**config.mk**
```make
export PLATFORM = sky130hd
export DESIGN_NAME = intpol2_d4_ctrl
export DESIGN_NICKNAME = d
export VERILOG_FILES = /design/src/rtl/intpol2_d4_pkg.sv /design/src/rtl/intpol2_d4_ctrl.sv
export SDC_FILE = /design/constraint.sdc
export NUM_CORES = 1
export LEC_CHECK = 0
export BUFFER_PORTS_ARGS = -buffer_cell sky130_fd_sc_hd__clkbuf_2
export CAP_MARGIN = 20
export CORE_MARGIN = 1.5
export CORE_UTILIZATION = 50
export DETAILED_ROUTE_END_ITERATION = 8
export GPL_ROUTABILITY_DRIVEN = 0
export PLACE_DENSITY_LB_ADDON = 0.12
export SYNTH_ARGS = -nofsm -noshare
export SYNTH_HDL_FRONTEND = slang
export SYNTH_SLANG_ARGS = --single-unit
```
**constraint.sdc**
```tcl
create_clock -name clk -period 3.4 [get_ports clk]
set_input_delay 0.68 -clock clk [delete_from_list [all_inputs] [get_ports clk]]
set_output_delay 0.68 -clock clk [all_outputs]
set_load 0.01 [all_outputs]
```
**src/rtl/intpol2_d4_pkg.sv**
```systemverilog
// Shared definitions for the quadratic-interpolator controller: state
// encoding and xi^2 update-mode codes driven on sel_xi2.
package intpol2_d4_pkg;

   localparam int unsigned SEL_XI2_W = 2;

   // xi^2 accumulator update modes
   localparam logic [SEL_XI2_W-1:0] SEL_XI2_HOLD  = 2'd0;
   localparam logic [SEL_XI2_W-1:0] SEL_XI2_FIRST = 2'd1;
   localparam logic [SEL_XI2_W-1:0] SEL_XI2_STEP  = 2'd2;

   localparam int unsigned STATE_W = 4;

   typedef enum logic [STATE_W-1:0] {
      IDLE  = 4'd0,
      LOAD0 = 4'd1,
      LOAD1 = 4'd2,
      LOAD2 = 4'd3,
      COEF  = 4'd4,
      MUL1  = 4'd5,
      MUL2  = 4'd6,
      OUT   = 4'd7,
      SHIFT = 4'd8
   } state_t;

endpackage

```
**src/rtl/intpol2_d4_ctrl.sv**
```systemverilog
// Sequencing controller for the quadratic-interpolator datapath.
// Loads a three-sample window, registers the p1/p2 coefficients, steps the
// shared multiplier N_POINTS times per window and hands each result out over
// valid/ready, then slides the window by one sample.
//
// Ports:
//   clk, rstn                      clock, async active-low reset
//   start, stop                    run control (stop only honoured in SHIFT)
//   busy                           high outside IDLE
//   in_valid / in_ready            sample handshake
//   out_valid / out_ready          result handshake
//   clear                          zero xi / xi^2 accumulators
//   Ld_M0, Ld_M1, Ld_M2            initial window loads
//   en_stream                      slide window by one sample
//   op_1                           register p1 / p2
//   sel_mult                       0: p1*xi, 1: p2*xi^2
//   Ld_p1_xi, Ld_data              capture product / result
//   en_sum, sel_xi2                advance xi and select xi^2 update mode
//   out_cnt (16 bit)               result counter, only when
//                                  INTPOL2_D4_CTRL_CNT_EN is defined
module intpol2_d4_ctrl
   import intpol2_d4_pkg::*;
#(
   parameter int unsigned N_POINTS = 4,
   parameter int unsigned CNT_W    = 4
) (
   input  logic                 clk,
   input  logic                 rstn,
   input  logic                 start,
   input  logic                 stop,
   output logic                 busy,
   input  logic                 in_valid,
   output logic                 in_ready,
   output logic                 out_valid,
   input  logic                 out_ready,
   output logic                 clear,
   output logic                 Ld_M0,
   output logic                 Ld_M1,
   output logic                 Ld_M2,
   output logic                 en_stream,
   output logic                 op_1,
   output logic                 sel_mult,
   output logic                 Ld_p1_xi,
   output logic                 Ld_data,
   output logic                 en_sum,
   output logic [SEL_XI2_W-1:0] sel_xi2
`ifdef INTPOL2_D4_CTRL_CNT_EN
   ,
   output logic [15:0]          out_cnt
`endif
);

   localparam logic [CNT_W-1:0] I_LAST = CNT_W'(N_POINTS - 1);

   state_t           state;
   logic [CNT_W-1:0] i;

   // State register, point counter and state-derived strobes.  Each strobe is
   // loaded with its value for the state being entered, so it is a clean
   // register output aligned with the state it belongs to.
   always_ff @(posedge clk or negedge rstn) begin
      if (!rstn) begin
         state     <= IDLE;
         i         <= '0;
         busy      <= 1'b0;
         clear     <= 1'b0;
         op_1      <= 1'b0;
         sel_mult  <= 1'b0;
         Ld_p1_xi  <= 1'b0;
         Ld_data   <= 1'b0;
         out_valid <= 1'b0;
      end else begin
         busy      <= 1'b1;
         clear     <= 1'b0;
         op_1      <= 1'b0;
         sel_mult  <= 1'b0;
         Ld_p1_xi  <= 1'b0;
         Ld_data   <= 1'b0;
         out_valid <= 1'b0;
         case (state)
            IDLE: begin
               if (start) begin
                  state <= LOAD0;
                  clear <= 1'b1;
               end else begin
                  busy  <= 1'b0;
               end
            end
            LOAD0: if (in_valid) state <= LOAD1;
            LOAD1: if (in_valid) state <= LOAD2;
            LOAD2: begin
               if (in_valid) begin
                  state <= COEF;
                  op_1  <= 1'b1;
                  clear <= 1'b1;
               end
            end
            COEF: begin
               i        <= '0;
               state    <= MUL1;
               Ld_p1_xi <= 1'b1;
            end
            MUL1: begin
               state    <= MUL2;
               sel_mult <= 1'b1;
               Ld_data  <= 1'b1;
            end
            MUL2: begin
               state     <= OUT;
               out_valid <= 1'b1;
               sel_mult  <= 1'b1;
            end
            OUT: begin
               if (out_ready) begin
                  if (i == I_LAST) begin
                     state <= SHIFT;
                  end else begin
                     i        <= i + CNT_W'(1);
                     state    <= MUL1;
                     Ld_p1_xi <= 1'b1;
                  end
               end else begin
                  out_valid <= 1'b1;
                  sel_mult  <= 1'b1;
               end
            end
            SHIFT: begin
               if (stop) begin
                  state <= IDLE;
                  busy  <= 1'b0;
               end else if (in_valid) begin
                  state <= COEF;
                  op_1  <= 1'b1;
                  clear <= 1'b1;
               end
            end
            default: begin
               state <= IDLE;
               busy  <= 1'b0;
            end
         endcase
      end
   end

   // Handshake-qualified strobes: they must coincide with the accepting edge,
   // so they are decoded from the state register and the live handshake.
   always_comb begin
      in_ready  = 1'b0;
      Ld_M0     = 1'b0;
      Ld_M1     = 1'b0;
      Ld_M2     = 1'b0;
      en_stream = 1'b0;
      en_sum    = 1'b0;
      sel_xi2   = SEL_XI2_HOLD;
      case (state)
         LOAD0: begin
            in_ready = 1'b1;
            Ld_M0    = in_valid;
         end
         LOAD1: begin
            in_ready = 1'b1;
            Ld_M1    = in_valid;
         end
         LOAD2: begin
            in_ready = 1'b1;
            Ld_M2    = in_valid;
         end
         OUT: begin
            if (out_ready && (i != I_LAST)) begin
               en_sum  = 1'b1;
               sel_xi2 = (i == '0) ? SEL_XI2_FIRST : SEL_XI2_STEP;
            end
         end
         SHIFT: begin
            if (!stop) begin
               in_ready  = 1'b1;
               en_stream = in_valid;
            end
         end
         default: begin
         end
      endcase
   end

`ifdef INTPOL2_D4_CTRL_CNT_EN
   // Accepted-result counter, restarted at the beginning of every run.
   always_ff @(posedge clk or negedge rstn) begin
      if (!rstn) begin
         out_cnt <= '0;
      end else if ((state == IDLE) && start) begin
         out_cnt <= '0;
      end else if (out_valid && out_ready) begin
         out_cnt <= out_cnt + 16'd1;
      end
   end
`endif

endmodule

```
==> reports/qor.txt <==
Status: completed
Port Buffer Count: 20
Startpoint types: flip-flop
Post-synth EDFFs: 0
ANT nets after route: 0
Highest routed layer: met4
Post-CTS setup buffers: 0
Post-synthesis xor/xnor area fraction: 0.0199
Synth Area per Inst: 8.87 um2
Initial antenna violation count: 0
Main combinational cell family by area after synthesis: simple AND/OR/NAND/NOR gates
Synthesis-to-layout area growth: 12.5%
Met3 WL: 90 um
N_diodes: 0
CP max-delay cell: or3b_2
Seq cells post-synth: 15
Layout cells sized above 1: 0.267
R2R Path Start: state[1]$_DFFE_PN0P_
Cell area after synthesis: 878 um2
Largest cells by area after synthesis: dfrtp_1, a21oi_1, nor2_1
Slew @ Worst Pin: 0.514 ns
Clock Sink Count: 15
Total core area: 1580 um2
CTS tree: done
WP data required: 2.72 ns
Synth Flop Type: dfrtp_1
Worst-path clk slew: 0.09 ns
Crit path cell chain: ha_1 -> or3b_2 -> nand3_1 -> inv_1 -> and3_1 -> clkbuf_2
Die Wd: 44.9 um
Vias per cell: 5.73
GRT Overall Usage: 0.195
Skew final: 0.000815 ns
WL met2: 744 um
Async S/R FF share, synth: 1.00
Area post-placement: 961 um2
Top Ports: 21
Worst Hold Slack: 0.293 ns
Number of CTS-inserted buffers: 3
Met1 wire length: 869 um
Clk root buf: clkbuf_4
CTS-repair resized insts: 0
Die height: 44.9 um
Hold_buf cts: 0
Share of the yosys chip area belonging to registers: 0.427
Worst Path Max Fanout: 8
Global-route wire length before repair: 2880 um
Vias: 756
Max VDD drop: 404 uV
Worst setup EP type: primary output
Placement Rows: 14
Clock Latency Late Sink: 0.28 ns
Initial Util: 0.557
Largest net degree at the start of global routing: 18
Final nets: 125
Setup TNS: 0 ns
Setup CP Type: flip-flop to primary output
Dpl hpwl: 1200 um
H-tree levels: 1
Design area: 988 um2
Max cap viols: 0
# fillers: 145
Max incr delay on CP: 0.49 ns
Max Clock Freq: 0.374 GHz
Final setup vio count: 0
WL/cell: 13.0 um
Adder-cell share of the synthesized area: 0.0285
Worst hold path type: input pin to async pin
Reg2Reg Depth: 4
Final Cycle Share: 0.786
GR Overflow Total: 0
FF-to-FF End: state[3]$_DFFE_PN0P_
Final Hold Viols: 0
Pins Over Slew Limit: 0
Post-synthesis cell type count: 34
FF-to-FF setup slack: 1.62 ns
RSZ-0062 raised after global routing: no
Min cycle time layout: 2.67 ns
Deepest clock path buffer count: 2
Complex-gate fraction of the synthesized area: 0.131
Post-Syn Nets: 107
DR pass1 iterations: 4
Iter 0 DRT Violations: 13
Area leader, netlist: dfrtp_1
Post-Syn Instances: 99
Slew HR: 0.657
Post-synthesis mux area share: 0.0114
DIE AREA: 2020 um2
DR DRC count: 0
WL final: 1720 um
Post-Synth Simple-Gate Area: 0.309
Vias in the first global route: 679
Power Dens Cells: 700 nW/um2
Pleak: 0.496 nW
CP arrival: 1.99 ns
Post-synth top area share: 0.427
Yosys warns: 0
==> cells by family after synthesis <==
family	count (synthesis)
AO/OA/AOI/OAI	19
XOR/XNOR	2
adder cells (fa/ha/maj)	2
buffers and inverters	14
flip-flops	15
multiplexers	1
AND/OR/NAND/NOR	46
==> placed cells by master, fill, tap and decap left out, types with 2 or more instances in the layout <==
cell type | synthesis | layout
clkbuf_2 | 0 | 20
dfrtp_1 | 15 | 15
ha_1 | 2 | 2
o21ai_0 | 4 | 4
nor3_1 | 4 | 4
or3b_2 | 2 | 2
xnor2_1 | 2 | 2
a211oi_1 | 2 | 2
nand2_1 | 5 | 5
nand2b_1 | 3 | 3
nand3_1 | 5 | 5
clkbuf_4 | 0 | 3
nor2b_1 | 2 | 2
o22ai_1 | 3 | 3
a21oi_1 | 7 | 7
nand3b_1 | 2 | 2
or2_2 | 2 | 2
nor3b_1 | 2 | 2
nor2_1 | 9 | 9
and3_1 | 2 | 2
inv_1 | 7 | 7
==> layout make-up <==
class	instances	area, um2	area share
clock buffer	3	22.5	0.0228
clock inverter	1	5.00	0.00506
inverter	7	26.3	0.0266
multi-input combinational	70	439	0.444
sequential	15	375	0.380
tap	16	20.0	0.0203
timing repair buffer	20	100	0.101
==> critical path: cells and delay by family, from the launching register on <==
kind / cells / cell delay, ns
fa+ha+maj: 1 / 0.18
flops: 1 / 0.41
simple gates: 3 / 0.91
buf+inv: 2 / 0.21
==> registers in the layout, indices dropped and copies added (netlist names) <==
| register | flops |
|---|---|
| Ld_p1_xi | 1 |
| clear | 1 |
| sel_mult | 1 |
| state | 4 |
| Ld_data | 1 |
| out_valid | 1 |
| busy | 1 |
| op_1 | 1 |
| i | 4 |
==> routing by layer <==
metal	global-route usage	vias to the layer above
met4	0.0824	0
met1	0.280	343
met2	0.287	29
met5	0	-
met3	0.0400	4
li1	-	380
==> synthesized netlist by cell type, drive strengths merged (2+ instances only) <==
master,number
o22ai,3
clkbuf,5
nand2b,3
or2,2
nor3,4
nand3,5
o21ai,4
nand3b,2
a21oi,7
nand2,5
or3b,3
a211oi,2
xnor2,2
and3,2
buf,2
dfrtp,15
ha,2
nor3b,2
nor2b,2
nor2,10
inv,7
==> metrics by stage <==
stage	std cells	power (mW)	utilization	setup slack (ns)
final	132	0.692	0.627	0.727
after global routing	132	0.754	0.627	0.595
after CTS	132	0.692	0.627	0.732
after detailed placement	128	0.592	0.610	1.05
after global placement	128	0.589	0.610	1.11
after floorplan	99	0.520	-	1.19
==> worst max path at each step <==
stage / slack [ns] / startpoint / cells after the start / to
floorplan: 1.19 / i[0]$_DFFE_PN0P_ / 5 / sel_xi2[0]
global placement: 1.11 / i[0]$_DFFE_PN0P_ / 6 / sel_xi2[0]
detailed placement: 1.05 / i[0]$_DFFE_PN0P_ / 6 / sel_xi2[0]
CTS: 0.73 / i[0]$_DFFE_PN0P_ / 6 / sel_xi2[0]
global route: 0.59 / i[0]$_DFFE_PN0P_ / 6 / sel_xi2[0]
finish: 0.73 / i[0]$_DFFE_PN0P_ / 6 / sel_xi2[0]
==> power breakdown <==
group | internal, mW | switching [mW]
clock network | 0.0437 | 0.0584
logic | 0.135 | 0.152
registers | 0.225 | 0.0777
total | 0.404 | 0.288
Power figures use the tool's default switching activity.
